<file path="src/rtl/network_mac_acc_5ns_16ns.sv">
// rtl/network_mac_acc_5ns_16ns.sv - saturating multiply-accumulate with valid/ready framing
//
// Purpose: accumulates in_coef*in_data over a run of input beats terminated by
// in_last, then presents the sum, term count and a saturation flag as one result.
// Ports:
//   ap_clk, ap_rst_n                      clock, asynchronous active-low reset
//   in_valid/in_ready, in_coef, in_data,  input beat handshake and operands
//   in_last                               final term of the current sum
//   out_valid/out_ready                   result handshake
//   out_data, out_count, out_sat          sum, number of terms, saturation seen
module network_mac_acc_5ns_16ns #(
    parameter int ACC_WIDTH = 26,
    parameter int CNT_WIDTH = 8
) (
    input  logic                 ap_clk,
    input  logic                 ap_rst_n,
    input  logic                 in_valid,
    output logic                 in_ready,
    input  logic [4:0]           in_coef,
    input  logic [15:0]          in_data,
    input  logic                 in_last,
    output logic                 out_valid,
    input  logic                 out_ready,
    output logic [ACC_WIDTH-1:0] out_data,
    output logic [CNT_WIDTH-1:0] out_count,
    output logic                 out_sat
);

    typedef enum logic {
        ST_ACCUM = 1'b0,
        ST_HOLD  = 1'b1
    } state_t;

    state_t                 state_q, state_d;
    logic [ACC_WIDTH-1:0]   acc_q, acc_d;
    logic [CNT_WIDTH-1:0]   cnt_q, cnt_d;
    logic                   sat_q, sat_d;
    logic [ACC_WIDTH-1:0]   out_data_q, out_data_d;
    logic [CNT_WIDTH-1:0]   out_count_q, out_count_d;
    logic                   out_sat_q, out_sat_d;

    logic [20:0]            product;
    logic [ACC_WIDTH:0]     acc_sum;
    logic                   acc_ovf;
    logic                   cnt_full;
    logic [ACC_WIDTH-1:0]   acc_new;
    logic [CNT_WIDTH-1:0]   cnt_new;
    logic                   sat_new;
    logic                   accept;

    // Full 21-bit product: both operands widened before the multiply.
    assign product  = {16'd0, in_coef} * {5'd0, in_data};

    // One extra bit on the adder; its carry is the saturation condition.
    assign acc_sum  = {1'b0, acc_q} + {{(ACC_WIDTH + 1 - 21){1'b0}}, product};
    assign acc_ovf  = acc_sum[ACC_WIDTH];
    assign acc_new  = acc_ovf ? {ACC_WIDTH{1'b1}} : acc_sum[ACC_WIDTH-1:0];

    assign cnt_full = &cnt_q;
    assign cnt_new  = cnt_full ? cnt_q : cnt_q + {{(CNT_WIDTH-1){1'b0}}, 1'b1};

    assign sat_new  = sat_q | acc_ovf | cnt_full;

    assign out_valid = (state_q == ST_HOLD);
    assign in_ready  = !out_valid || out_ready;
    assign accept    = in_valid && in_ready;

    assign out_data  = out_data_q;
    assign out_count = out_count_q;
    assign out_sat   = out_sat_q;

    // acc/cnt/sat are always zero while in HOLD, so a beat accepted during the
    // drain cycle naturally starts a fresh sum from the adder above.
    always_comb begin
        state_d     = state_q;
        acc_d       = acc_q;
        cnt_d       = cnt_q;
        sat_d       = sat_q;
        out_data_d  = out_data_q;
        out_count_d = out_count_q;
        out_sat_d   = out_sat_q;

        if (state_q == ST_HOLD && out_ready) begin
            state_d = ST_ACCUM;
        end

        if (accept) begin
            if (in_last) begin
                out_data_d  = acc_new;
                out_count_d = cnt_new;
                out_sat_d   = sat_new;
                acc_d       = '0;
                cnt_d       = '0;
                sat_d       = 1'b0;
                state_d     = ST_HOLD;
            end else begin
                acc_d       = acc_new;
                cnt_d       = cnt_new;
                sat_d       = sat_new;
            end
        end
    end

    always_ff @(posedge ap_clk or negedge ap_rst_n) begin
        if (!ap_rst_n) begin
            state_q     <= ST_ACCUM;
            acc_q       <= '0;
            cnt_q       <= '0;
            sat_q       <= 1'b0;
            out_data_q  <= '0;
            out_count_q <= '0;
            out_sat_q   <= 1'b0;
        end else begin
            state_q     <= state_d;
            acc_q       <= acc_d;
            cnt_q       <= cnt_d;
            sat_q       <= sat_d;
            out_data_q  <= out_data_d;
            out_count_q <= out_count_d;
            out_sat_q   <= out_sat_d;
        end
    end

endmodule

</file>
<file path="config.mk">
export PLATFORM = sky130hd
export DESIGN_NAME = network_mac_acc_5ns_16ns
export DESIGN_NICKNAME = d
export VERILOG_FILES = /design/src/rtl/network_mac_acc_5ns_16ns.sv
export SDC_FILE = /design/constraint.sdc
export NUM_CORES = 1
export LEC_CHECK = 0
export ABC_AREA = 1
export BUFFER_PORTS_ARGS = -buffer_cell sky130_fd_sc_hd__buf_2
export CORE_MARGIN = 2
export CORE_UTILIZATION = 55
export CTS_CLUSTER_SIZE = 30
export DETAILED_ROUTE_END_ITERATION = 7
export PLACE_DENSITY_LB_ADDON = 0.25
export SYNTH_ARGS = -nofsm -noshare
export SYNTH_HDL_FRONTEND = slang
export SYNTH_SLANG_ARGS = --single-unit
export TNS_END_PERCENT = 5
</file>
<file path="constraint.sdc">
create_clock -name ap_clk -period 3.4 [get_ports ap_clk]
set_input_delay 0.34 -clock ap_clk [delete_from_list [all_inputs] [get_ports ap_clk]]
set_output_delay 0.34 -clock ap_clk [all_outputs]
set_load 0.02 [all_outputs]
</file>
==> results of run 1 <==
layout by cell type (no fill, tap or decap), drive strengths merged:
master,count
nand2,362
inv,245
buf,147
dfrtp,71
fa,61
nor2,47
o21ai,43
nand3,38
ha,32
a21oi,14
xor2,13
clkbuf,9
o22ai,8
nand4,6
or2,4
nor3,3
nand3b,2
bufinv,2
and2,2
clkinv,2
nor4,1
o21bai,1
a22o,1
worst max-delay path, delay by kind of cell, from the launching register on:
kind                       cells  cell delay [ns]
and+or+nand+nor                6             0.81
AOI/OAI and AO/OA              1             0.08
buffers and inverters          5             0.39
adders and majority gates      4             1.76
DFF                            1             0.34
how the worst max path moves through the flow:
stage,startpoint,to,slack [ns],cells after the start
CTS,acc_q[5]$_DFFE_PN0P_,acc_q[14]$_DFFE_PN0P_,-0.10,16
floorplan,in_coef[0],sat_q$_DFFE_PN0P_,-0.18,22
finish,acc_q[5]$_DFFE_PN0P_,acc_q[14]$_DFFE_PN0P_,-0.13,16
global placement,in_coef[0],out_data[15]$_DFFE_PN0P_,-0.50,20
detailed placement,in_coef[0],acc_q[14]$_DFFE_PN0P_,-0.55,20
global route,acc_q[13]$_DFFE_PN0P_,acc_q[4]$_DFFE_PN0P_,-0.26,14
registers in the layout, summed over array words and instances, names as in the netlist:
signal	count
acc_q	26
out_data	26
cnt_q	8
out_count	8
out_sat	1
out_valid	1
sat_q	1
timing repair:
| item | CTS | global route |
|---|---|---|
| pin swaps | 54 | 32 |
| buffers inserted | 7 | 1 |
| gates cloned | 0 | 0 |
| hold buffers | 0 | 0 |
| gates resized for setup | 59 | 56 |
| setup endpoints to repair | 54 | 54 |
where the power goes:
group / switching (mW) / total, mW / internal [mW] / leakage (nW)
clock network: 0.430 / 1.09 / 0.660 / 0.164
logic: 4.17 / 7.33 / 3.16 / 4.19
registers: 0.147 / 1.23 / 1.08 / 0.933
through the flow:
stage	setup slack, ns	setup TNS (ns)	cell area (um2)	hold WS [ns]	std cells
6_report	-0.126	-2.84	8800	0.204	1261
5_1_grt	-0.263	-10.27	8800	0.300	1261
4_1_cts	-0.103	-2.47	8670	0.248	1261
3_5_place_dp	-0.552	-26.20	8110	0.461	1238
3_3_place_gp	-0.499	-23.16	8110	0.461	1238
2_1_floorplan	-0.176	-6.59	7200	0.0444	976
per-layer routing:
metal,track usage (%),up-vias,part of all wire [%]
met5,0,-,0
li1,-,3124,-
met1,39.9,3006,44
met3,4.80,36,6.3
met4,8.03,0,2.2
met2,47.3,213,48
cells by family (layout without fill, tap and decap cells):
kind of cell | Yosys count | in the layout | synth area share, %
AND/OR/NAND/NOR | 465 | 465 | 27.8
buffers and inverters | 267 | 405 | 15.1
adder cells (fa/ha/maj) | 93 | 93 | 24.0
flip-flops | 71 | 71 | 26.3
AO/OA/AOI/OAI | 67 | 67 | 5.20
XOR/XNOR | 13 | 13 | 1.68
layout make-up:
class | instances | area (um2)
clock inverter | 7 | 109
inverter | 242 | 908
tap | 147 | 184
sequential | 71 | 1780
multi-input combinational | 638 | 4570
fill | 927 | 3210
clock buffer | 9 | 225
timing repair buffer | 147 | 1030
==> run_summary.xml, run 1 <==
<?xml version="1.0" encoding="UTF-8"?>
<metrics>
  <group name="global_routing">
    <metric name="vias_in_the_first_global_route" unit="">6432</metric>
    <metric name="grt_pass1_wl" unit="mm">30.1</metric>
    <metric name="pin_count_of_the_biggest_net_entering_global_routing" unit="">72</metric>
    <metric name="grt_antenna_before_repair" unit="">0</metric>
    <metric name="track_usage" unit="%">28.8</metric>
    <metric name="globalRoute.totalOverflow" unit="">0</metric>
  </group>
  <group name="critical_path">
    <metric name="r2r_setup_slk" unit="ns">-0.13</metric>
    <metric name="worst_setup_path_start_kind" unit="">flip-flop</metric>
    <metric name="setup.worst_path.end_class" unit="">flip-flop</metric>
    <metric name="crit_arrival" unit="ns">3.73</metric>
    <metric name="regToRegEndpoint" unit="">acc_q[14]$_DFFE_PN0P_</metric>
    <metric name="worst_path_largest_cell_delay" unit="ns">0.52</metric>
    <metric name="r2r-start" unit="">acc_q[5]$_DFFE_PN0P_</metric>
    <metric name="worst-r2r-cell-count" unit="">16</metric>
    <metric name="crit_path_top_delay_cell" unit="">sky130_fd_sc_hd__fa_1</metric>
    <metric name="worst-path-max-fanout" unit="">8</metric>
    <metric name="setup_cp_type" unit="">flip-flop to flip-flop</metric>
    <metric name="critical_path_required" unit="ns">3.60</metric>
    <metric name="crit_path_cell_trace" unit="">inv_2 -&gt; fa_1 -&gt; inv_1 -&gt; fa_1 -&gt; inv_2 -&gt; fa_1 -&gt; inv_2 -&gt; ha_4 -&gt; or2_4 -&gt; nand3_2 -&gt; nand2_4 -&gt; nand2_4 -&gt; nand3_4 -&gt; buf_6 -&gt; nor2_4 -&gt; o21ai_1</metric>
  </group>
  <group name="timing">
    <metric name="max_freq" unit="MHz">284</metric>
    <metric name="setup_slack" unit="ns">-0.126</metric>
    <metric name="timing_hold_violations_final" unit="">0</metric>
    <metric name="finalCriticalPeriod" unit="ns">3.53</metric>
    <metric name="timing.max_slew.rel_slack" unit="%">38.8</metric>
    <metric name="fin_skew" unit="ns">0.00926</metric>
    <metric name="setup_repair_after_global_routing_missed_its_margin" unit="">yes</metric>
    <metric name="slew_violations" unit="">0</metric>
    <metric name="setup_viol_count_final" unit="">50</metric>
    <metric name="fin_crit_sh" unit="%">104</metric>
    <metric name="tightestPinTransition" unit="ns">0.918</metric>
  </group>
  <group name="detailed_routing">
    <metric name="route.detailed.wl_per_inst" unit="um">14.2</metric>
    <metric name="detailroute.via_count" unit="">6379</metric>
    <metric name="postRouteAntennaNets" unit="">0</metric>
    <metric name="detailedRoute.firstIterationViolations" unit="">428</metric>
    <metric name="detail_route.drc_violations" unit="">0</metric>
    <metric name="routed_wirelength" unit="mm">17.9</metric>
    <metric name="length_of_the_first_detailed_routing_pass_in_iterations" unit="">7</metric>
    <metric name="via_to_cell_ratio" unit="">5.06</metric>
  </group>
  <group name="clocking">
    <metric name="max-clock-path-buffers" unit="">2</metric>
    <metric name="clock_insertion_delay_worst_skew" unit="ns">0.35</metric>
    <metric name="clock_tree.htree_level_count" unit="">3</metric>
    <metric name="cts.reportedPaths.clkPinSlew" unit="ns">0.07</metric>
    <metric name="cts_inserted_buffers" unit="">9</metric>
    <metric name="cts_tree" unit="">yes</metric>
    <metric name="root_buffer" unit="">sky130_fd_sc_hd__clkbuf_16</metric>
    <metric name="cts.sink_count" unit="">71</metric>
  </group>
  <group name="yosys">
    <metric name="ys_dominant_reg_cell" unit="">sky130_fd_sc_hd__dfrtp_1</metric>
    <metric name="synthTopCellsByCount" unit="">sky130_fd_sc_hd__nand2_1, sky130_fd_sc_hd__inv_1, sky130_fd_sc_hd__dfrtp_1</metric>
    <metric name="number_of_flops_mapped_to_enable_cells_by_yosys" unit="">0</metric>
    <metric name="synth.area.top_cells" unit="">sky130_fd_sc_hd__dfrtp_1, sky130_fd_sc_hd__nand2_1, sky130_fd_sc_hd__fa_1</metric>
    <metric name="postSynthAreaPerCell" unit="um2">6.93</metric>
    <metric name="synth.ff_latch_count" unit="">71</metric>
    <metric name="sequential_share_of_the_synthesized_area" unit="%">26.3</metric>
    <metric name="synthDominantAreaCellType" unit="">sky130_fd_sc_hd__dfrtp_1</metric>
    <metric name="yosysMostFrequentCell" unit="">sky130_fd_sc_hd__nand2_1</metric>
    <metric name="share_of_the_synthesized_area_in_the_top_cell_type" unit="%">26.3</metric>
    <metric name="synth_async_sr_flop_share" unit="%">100</metric>
    <metric name="synth_cell_types" unit="">31</metric>
    <metric name="syn-num-nets" unit="">1095</metric>
    <metric name="synthesis.area" unit="um2">6770</metric>
    <metric name="ys_warn_count" unit="">0</metric>
    <metric name="syn-instance-count" unit="">976</metric>
  </group>
  <group name="power_and_ir_drop">
    <metric name="irDropWorstVdd" unit="mV">0.541</metric>
    <metric name="total_power" unit="mW">9.64</metric>
    <metric name="power-per-cell-area" unit="nW/um2">1100</metric>
    <metric name="static-leakage-power" unit="nW">5.28</metric>
  </group>
  <group name="placed_design">
    <metric name="port-buffer-count" unit="">62</metric>
    <metric name="gp_routability_congestion" unit="">1.01</metric>
    <metric name="place.detailed.hpwl" unit="mm">13.4</metric>
  </group>
  <group name="floorplan">
    <metric name="core_region_area" unit="um2">12000</metric>
    <metric name="fp.dieArea" unit="um2">13200</metric>
    <metric name="die-width" unit="um">115</metric>
    <metric name="starting_density" unit="%">56.3</metric>
    <metric name="die_y" unit="um">115</metric>
    <metric name="std_cell_rows" unit="">40</metric>
    <metric name="boundaryPins" unit="">63</metric>
  </group>
  <group name="cells_and_area">
    <metric name="syn_to_final_growth" unit="%">30.1</metric>
    <metric name="layout-drive-gt1-share" unit="%">28.7</metric>
    <metric name="fin_nets" unit="">1228</metric>
    <metric name="post-route-util" unit="%">73.3</metric>
    <metric name="n_antenna_cell" unit="">0</metric>
  </group>
  <group name="run_status">
    <metric name="violations" unit="">setup timing</metric>
    <metric name="run_status" unit="">complete, but fails checks</metric>
  </group>
  <group name="min_path">
    <metric name="hold_path.class" unit="">input pin to asynchronous set/reset pin</metric>
  </group>
  <group name="run">
    <metric name="max_cap_violations" unit="">0</metric>
  </group>
</metrics>
(Power assumes the default switching activity.)
==> inputs of run 2 (changes only) <==
--- a/config.mk
+++ b/config.mk
@@ -7,8 +7,10 @@
 export LEC_CHECK = 0
 export ABC_AREA = 1
 export BUFFER_PORTS_ARGS = -buffer_cell sky130_fd_sc_hd__buf_2
+export CELL_PAD_IN_SITES_DETAIL_PLACEMENT = 1
+export CELL_PAD_IN_SITES_GLOBAL_PLACEMENT = 2
 export CORE_MARGIN = 2
-export CORE_UTILIZATION = 55
+export CORE_UTILIZATION = 31
 export CTS_CLUSTER_SIZE = 30
 export DETAILED_ROUTE_END_ITERATION = 7
 export PLACE_DENSITY_LB_ADDON = 0.25
==> run_summary.xml, run 2 (same netlist as run 1, synthesis figures left out) <==
<?xml version="1.0" encoding="UTF-8"?>
<metrics>
  <group name="critical_path">
    <metric name="r2r_setup_slk" unit="ns">-0.19</metric>
    <metric name="setup.worst_path.end_class" unit="">flip-flop</metric>
    <metric name="r2r-start" unit="">acc_q[7]$_DFFE_PN0P_</metric>
    <metric name="worst-r2r-cell-count" unit="">18</metric>
    <metric name="worst_setup_path_start_kind" unit="">flip-flop</metric>
    <metric name="setup_cp_type" unit="">flip-flop to flip-flop</metric>
    <metric name="crit_arrival" unit="ns">3.78</metric>
    <metric name="worst-path-max-fanout" unit="">7</metric>
    <metric name="critical_path_required" unit="ns">3.59</metric>
    <metric name="regToRegEndpoint" unit="">acc_q[6]$_DFFE_PN0P_</metric>
  </group>
  <group name="placed_design">
    <metric name="place.detailed.hpwl" unit="mm">17.5</metric>
    <metric name="placement.setup.worst_slack" unit="ns">-0.664</metric>
    <metric name="gp_routability_congestion" unit="">0.821</metric>
    <metric name="port-buffer-count" unit="">62</metric>
  </group>
  <group name="detailed_routing">
    <metric name="via_to_cell_ratio" unit="">4.50</metric>
    <metric name="routed_wirelength" unit="mm">21.3</metric>
    <metric name="detailedRoute.firstIterationViolations" unit="">176</metric>
    <metric name="postRouteAntennaNets" unit="">0</metric>
    <metric name="detailroute.via_count" unit="">6373</metric>
    <metric name="detail_route.drc_violations" unit="">0</metric>
    <metric name="length_of_the_first_detailed_routing_pass_in_iterations" unit="">4</metric>
    <metric name="route.detailed.wl_per_inst" unit="um">15.0</metric>
  </group>
  <group name="global_routing">
    <metric name="globalRoute.totalOverflow" unit="">0</metric>
    <metric name="grt_antenna_before_repair" unit="">0</metric>
    <metric name="grt_pass1_wl" unit="mm">34.3</metric>
    <metric name="track_usage" unit="%">19.3</metric>
    <metric name="vias_in_the_first_global_route" unit="">6619</metric>
    <metric name="pin_count_of_the_biggest_net_entering_global_routing" unit="">72</metric>
  </group>
  <group name="timing">
    <metric name="setup_viol_count_final" unit="">54</metric>
    <metric name="tightestPinTransition" unit="ns">0.940</metric>
    <metric name="max_freq" unit="MHz">279</metric>
    <metric name="slew_violations" unit="">0</metric>
    <metric name="finalCriticalPeriod" unit="ns">3.59</metric>
    <metric name="timing_hold_violations_final" unit="">0</metric>
    <metric name="setup_repair_after_global_routing_missed_its_margin" unit="">yes</metric>
    <metric name="fin_crit_sh" unit="%">106</metric>
    <metric name="setup_slack" unit="ns">-0.189</metric>
    <metric name="timing.max_slew.rel_slack" unit="%">37.3</metric>
    <metric name="fin_skew" unit="ns">0.0155</metric>
    <metric name="setup_tns" unit="ns">-6.54</metric>
    <metric name="final.hold.worst_slack" unit="ns">0.125</metric>
  </group>
  <group name="clocking">
    <metric name="root_buffer" unit="">sky130_fd_sc_hd__clkbuf_16</metric>
    <metric name="cts_inserted_buffers" unit="">9</metric>
    <metric name="clock_tree.htree_level_count" unit="">3</metric>
    <metric name="cts.sink_count" unit="">71</metric>
    <metric name="clock_insertion_delay_worst_skew" unit="ns">0.35</metric>
    <metric name="cts_tree" unit="">yes</metric>
    <metric name="cts.reportedPaths.clkPinSlew" unit="ns">0.07</metric>
    <metric name="postCtsHoldBufs" unit="">0</metric>
    <metric name="max-clock-path-buffers" unit="">2</metric>
  </group>
  <group name="floorplan">
    <metric name="fp.dieArea" unit="um2">23000</metric>
    <metric name="core_region_area" unit="um2">21600</metric>
    <metric name="starting_density" unit="%">31.3</metric>
    <metric name="boundaryPins" unit="">63</metric>
    <metric name="die_y" unit="um">152</metric>
    <metric name="std_cell_rows" unit="">54</metric>
    <metric name="die-width" unit="um">152</metric>
  </group>
  <group name="cells_and_area">
    <metric name="layout-drive-gt1-share" unit="%">32.2</metric>
    <metric name="n_antenna_cell" unit="">0</metric>
    <metric name="n_fill_cell" unit="">2731</metric>
    <metric name="most_used_cells_in_the_layout_excluding_fill_and_tap_cells" unit="">sky130_fd_sc_hd__nand2_1, sky130_fd_sc_hd__inv_1, sky130_fd_sc_hd__buf_4</metric>
    <metric name="post-route-util" unit="%">42.9</metric>
    <metric name="fin_nets" unit="">1250</metric>
    <metric name="most_frequent_standard_cell_in_the_layout_excluding_fill_and_tap_cells" unit="">sky130_fd_sc_hd__nand2_1</metric>
    <metric name="syn_to_final_growth" unit="%">37.2</metric>
  </group>
  <group name="power_and_ir_drop">
    <metric name="irDropWorstVdd" unit="mV">0.388</metric>
    <metric name="power-per-cell-area" unit="nW/um2">1110</metric>
    <metric name="total_power" unit="mW">10.3</metric>
    <metric name="static-leakage-power" unit="nW">5.41</metric>
  </group>
  <group name="run_status">
    <metric name="run_status" unit="">complete, but fails checks</metric>
    <metric name="violations" unit="">setup timing</metric>
  </group>
  <group name="run">
    <metric name="max_cap_violations" unit="">0</metric>
  </group>
  <group name="min_path">
    <metric name="hold_path.class" unit="">input pin to asynchronous set/reset pin</metric>
  </group>
</metrics>
==> run 2: area by class of cell <==
cell class	count	area (um2)	share of cell area (%)
well taps	280	350	3.77
clock inverters	7	109	1.17
multi-input cells	638	4680	50.5
flip-flops and latches	71	1780	19.2
inverters	242	908	9.79
repair buffers	169	1230	13.2
clock buffers	9	225	2.43
==> run 2: worst max-delay path by stage <==
stage	startpoint	end	slack (ns)
2_1_floorplan	in_coef[0]	sat_q$_DFFE_PN0P_	-0.18
3_3_place_gp	in_coef[4]	out_data[15]$_DFFE_PN0P_	-0.67
3_5_place_dp	in_coef[0]	acc_q[11]$_DFFE_PN0P_	-0.66
4_1_cts	acc_q[9]$_DFFE_PN0P_	out_data[11]$_DFFE_PN0P_	-0.23
5_1_grt	acc_q[9]$_DFFE_PN0P_	acc_q[16]$_DFFE_PN0P_	-0.32
6_report	acc_q[7]$_DFFE_PN0P_	acc_q[6]$_DFFE_PN0P_	-0.19
==> run 2: routing by layer <==
metal | routed length (um) | track usage (%)
met4 | 260 | 4.12
met5 | 0 | 0
met1 | 10300 | 27.3
met2 | 10200 | 32.0
met3 | 537 | 2.04
==> run 2: timing repair <==
item,in CTS,in global routing
resized for setup,34,111
setup buffers,1,7
pin swaps,6,66
setup endpoints to repair,54,54
gates cloned,0,0
==> run 2: through the flow <==
stage               instances  area (um2)
floorplan                 976        7200
global placement         1392        8450
detailed placement       1392        8450
CTS                      1409        8890
global route             1416        9280
finish                   1416        9280
==> run 2: worst max-delay path, stage by stage, from the launching register on <==
cell and delay (ns):
sky130_fd_sc_hd__dfrtp_1 0.34, sky130_fd_sc_hd__inv_2 0.06, sky130_fd_sc_hd__fa_1 0.51, sky130_fd_sc_hd__inv_2 0.04, sky130_fd_sc_hd__fa_1 0.53, sky130_fd_sc_hd__inv_1 0.05, sky130_fd_sc_hd__fa_1 0.51, sky130_fd_sc_hd__inv_2 0.05
sky130_fd_sc_hd__ha_4 0.25, sky130_fd_sc_hd__buf_6 0.13, sky130_fd_sc_hd__nand2_4 0.08, sky130_fd_sc_hd__nor2_4 0.04, sky130_fd_sc_hd__nand3_2 0.09, sky130_fd_sc_hd__nand2_4 0.08, sky130_fd_sc_hd__nand2_4 0.08, sky130_fd_sc_hd__nand3_4 0.16
sky130_fd_sc_hd__buf_8 0.20, sky130_fd_sc_hd__nor2_4 0.14, sky130_fd_sc_hd__o22ai_2 0.07
==> run 2: power breakdown <==
group          internal (mW)  switching [mW]  leakage, nW
clock network          0.662           0.438        0.165
registers               1.08           0.176        0.932
logic                   3.53            4.44         4.32
==> inputs of run 3 (changes only) <==
--- a/config.mk
+++ b/config.mk
@@ -13,7 +13,9 @@
 export CORE_UTILIZATION = 31
 export CTS_CLUSTER_SIZE = 30
 export DETAILED_ROUTE_END_ITERATION = 7
+export MAX_ROUTING_LAYER = met4
 export PLACE_DENSITY_LB_ADDON = 0.25
+export SKIP_LAST_GASP = 1
 export SYNTH_ARGS = -nofsm -noshare
 export SYNTH_HDL_FRONTEND = slang
 export SYNTH_SLANG_ARGS = --single-unit
==> run_summary.xml, run 3 (same netlist as run 1, synthesis figures left out) <==
<?xml version="1.0" encoding="UTF-8"?>
<metrics>
  <group name="critical_path">
    <metric name="worst-path-max-fanout" unit="">7</metric>
    <metric name="critical_path_required" unit="ns">3.59</metric>
    <metric name="setup_cp_type" unit="">flip-flop to flip-flop</metric>
    <metric name="worst_setup_path_start_kind" unit="">flip-flop</metric>
    <metric name="setup.worst_path.end_class" unit="">flip-flop</metric>
    <metric name="crit_arrival" unit="ns">3.75</metric>
    <metric name="r2r_setup_slk" unit="ns">-0.16</metric>
  </group>
  <group name="detailed_routing">
    <metric name="detailroute.via_count" unit="">6332</metric>
    <metric name="detail_route.drc_violations" unit="">0</metric>
    <metric name="via_to_cell_ratio" unit="">4.47</metric>
    <metric name="length_of_the_first_detailed_routing_pass_in_iterations" unit="">4</metric>
    <metric name="detailedRoute.firstIterationViolations" unit="">176</metric>
    <metric name="route.detailed.wl_per_inst" unit="um">14.8</metric>
    <metric name="postRouteAntennaNets" unit="">0</metric>
    <metric name="routed_wirelength" unit="mm">21.0</metric>
  </group>
  <group name="global_routing">
    <metric name="pin_count_of_the_biggest_net_entering_global_routing" unit="">72</metric>
    <metric name="grt_use_met1" unit="%">27.2</metric>
    <metric name="track_usage" unit="%">19.8</metric>
    <metric name="globalRoute.totalOverflow" unit="">0</metric>
    <metric name="use_met2" unit="%">32.0</metric>
    <metric name="grt_antenna_before_repair" unit="">0</metric>
    <metric name="grt_pass1_wl" unit="mm">34.3</metric>
    <metric name="globalRoute.busiestLayer" unit="">met2</metric>
    <metric name="grt.met3_usage" unit="%">2.07</metric>
    <metric name="vias_in_the_first_global_route" unit="">6626</metric>
  </group>
  <group name="cells_and_area">
    <metric name="fin_nets" unit="">1249</metric>
    <metric name="syn_to_final_growth" unit="%">35.4</metric>
    <metric name="layout-drive-gt1-share" unit="%">30.1</metric>
    <metric name="n_fill_cell" unit="">2752</metric>
    <metric name="most_used_cells_in_the_layout_excluding_fill_and_tap_cells" unit="">sky130_fd_sc_hd__nand2_1, sky130_fd_sc_hd__inv_1, sky130_fd_sc_hd__buf_4</metric>
    <metric name="most_frequent_standard_cell_in_the_layout_excluding_fill_and_tap_cells" unit="">sky130_fd_sc_hd__nand2_1</metric>
    <metric name="n_antenna_cell" unit="">0</metric>
  </group>
  <group name="timing">
    <metric name="fin_skew" unit="ns">0.0192</metric>
    <metric name="timing.max_slew.rel_slack" unit="%">38.2</metric>
    <metric name="fin_crit_sh" unit="%">105</metric>
    <metric name="tightestPinTransition" unit="ns">0.927</metric>
    <metric name="slew_violations" unit="">0</metric>
    <metric name="setup_viol_count_final" unit="">54</metric>
    <metric name="max_freq" unit="MHz">281</metric>
    <metric name="finalCriticalPeriod" unit="ns">3.56</metric>
    <metric name="setup_slack" unit="ns">-0.158</metric>
    <metric name="setup_repair_after_global_routing_missed_its_margin" unit="">yes</metric>
    <metric name="timing_hold_violations_final" unit="">0</metric>
    <metric name="final.hold.worst_slack" unit="ns">0.116</metric>
  </group>
  <group name="floorplan">
    <metric name="std_cell_rows" unit="">54</metric>
    <metric name="fp.dieArea" unit="um2">23000</metric>
    <metric name="boundaryPins" unit="">63</metric>
    <metric name="die_y" unit="um">152</metric>
    <metric name="starting_density" unit="%">31.3</metric>
    <metric name="die-width" unit="um">152</metric>
    <metric name="core_region_area" unit="um2">21600</metric>
  </group>
  <group name="clocking">
    <metric name="cts_tree" unit="">yes</metric>
    <metric name="max-clock-path-buffers" unit="">2</metric>
    <metric name="cts.reportedPaths.clkPinSlew" unit="ns">0.07</metric>
    <metric name="clock_insertion_delay_worst_skew" unit="ns">0.36</metric>
    <metric name="root_buffer" unit="">sky130_fd_sc_hd__clkbuf_16</metric>
    <metric name="clock_tree.htree_level_count" unit="">3</metric>
    <metric name="cts_inserted_buffers" unit="">9</metric>
    <metric name="cts.sink_count" unit="">71</metric>
    <metric name="postCtsHoldBufs" unit="">0</metric>
  </group>
  <group name="placed_design">
    <metric name="gp_routability_congestion" unit="">0.833</metric>
    <metric name="place.detailed.hpwl" unit="mm">17.5</metric>
    <metric name="port-buffer-count" unit="">62</metric>
    <metric name="placement.setup.worst_slack" unit="ns">-0.664</metric>
  </group>
  <group name="power_and_ir_drop">
    <metric name="static-leakage-power" unit="nW">5.38</metric>
    <metric name="power-per-cell-area" unit="nW/um2">1100</metric>
    <metric name="irDropWorstVdd" unit="mV">0.346</metric>
  </group>
  <group name="run">
    <metric name="max_cap_violations" unit="">0</metric>
  </group>
  <group name="min_path">
    <metric name="hold_path.class" unit="">input pin to asynchronous set/reset pin</metric>
  </group>
  <group name="run_status">
    <metric name="violations" unit="">setup timing</metric>
    <metric name="run_status" unit="">complete, but fails checks</metric>
  </group>
</metrics>
## run 3: cell count changes in the layout (fill, tap and decap cells not counted), moves of 4 or more
cell and delta:
sky130_fd_sc_hd__o21ai_2 -9, sky130_fd_sc_hd__inv_1 +4, sky130_fd_sc_hd__inv_2 -4, sky130_fd_sc_hd__nand2_2 -5
sky130_fd_sc_hd__nand2_1 +6, sky130_fd_sc_hd__o21ai_1 +9
## run 3: path summary, 6_finish.rpt
kind | start | end | cells past startpoint
setup / recovery | acc_q[7]$_DFFE_PN0P_ | acc_q[5]$_DFFE_PN0P_ | 18
hold / removal | ap_rst_n | out_count[2]$_DFFE_PN0P_ | 1
setup reg to reg | acc_q[7]$_DFFE_PN0P_ | acc_q[5]$_DFFE_PN0P_ | 18
hold reg to reg | out_data[19]$_DFFE_PN0P_ | out_data[19]$_DFFE_PN0P_ | 2
max in group asynchronous | ap_rst_n | acc_q[13]$_DFFE_PN0P_ | 1
min in group ap_clk | out_ready | out_valid$_DFF_PN0_ | 4
## run 3: final cells by class
type | instances | area (um2) | share of cell area [%]
inverters | 242 | 908 | 9.91
multi-input cells | 638 | 4590 | 50.0
well taps | 280 | 350 | 3.82
repair buffers | 168 | 1210 | 13.2
flip-flops and latches | 71 | 1780 | 19.4
clock buffers | 9 | 225 | 2.46
clock inverters | 7 | 109 | 1.19
## run 3: metrics by stage
step / utilization (%) / power (mW) / setup TNS [ns] / instance area [um2] / instances
floorplan: - / 5.33 / -6.59 / 7200 / 976
global placement: 39.1 / 8.00 / -26.10 / 8450 / 1392
detailed placement: 39.1 / 8.10 / -29.51 / 8450 / 1392
CTS: 40.9 / 9.40 / -10.84 / 8850 / 1409
global route: 42.4 / 11.0 / -14.16 / 9170 / 1415
finish: 42.4 / 10.1 / -5.27 / 9170 / 1415
## run 3: power by group
| group | internal [mW] | switching [mW] | leakage [nW] |
|---|---|---|---|
| sequential | 1.08 | 0.170 | 0.932 |
| clock | 0.662 | 0.442 | 0.165 |
| combinational | 3.43 | 4.29 | 4.29 |
## run 3: worst max-delay path, stage by stage, from the launching register on
cell and delay, ns:
sky130_fd_sc_hd__dfrtp_1 0.34, sky130_fd_sc_hd__inv_2 0.06, sky130_fd_sc_hd__fa_1 0.53, sky130_fd_sc_hd__inv_1 0.05, sky130_fd_sc_hd__fa_1 0.53, sky130_fd_sc_hd__inv_1 0.05, sky130_fd_sc_hd__fa_1 0.51, sky130_fd_sc_hd__inv_2 0.05
sky130_fd_sc_hd__ha_4 0.23, sky130_fd_sc_hd__buf_4 0.15, sky130_fd_sc_hd__nand2_4 0.08, sky130_fd_sc_hd__nor2_4 0.04, sky130_fd_sc_hd__nand3_2 0.07, sky130_fd_sc_hd__nand2_4 0.07, sky130_fd_sc_hd__nand2_4 0.08, sky130_fd_sc_hd__nand3_4 0.15
sky130_fd_sc_hd__buf_6 0.20, sky130_fd_sc_hd__nor2_2 0.13, sky130_fd_sc_hd__o22ai_1 0.08
## run 3: what timing repair did
action,CTS,global route
setup buffers,1,6
pin swaps,6,51
cloned,0,0
endpoints found under the hold margin,0,0
gates resized for setup,19,92
setup endpoints to repair,54,54
## run 3: layer usage
layer,vias up,wire length [um]
met2,79,10100
met4,0,257
li1,3165,-
met5,-,0
met1,3075,9970
met3,13,711
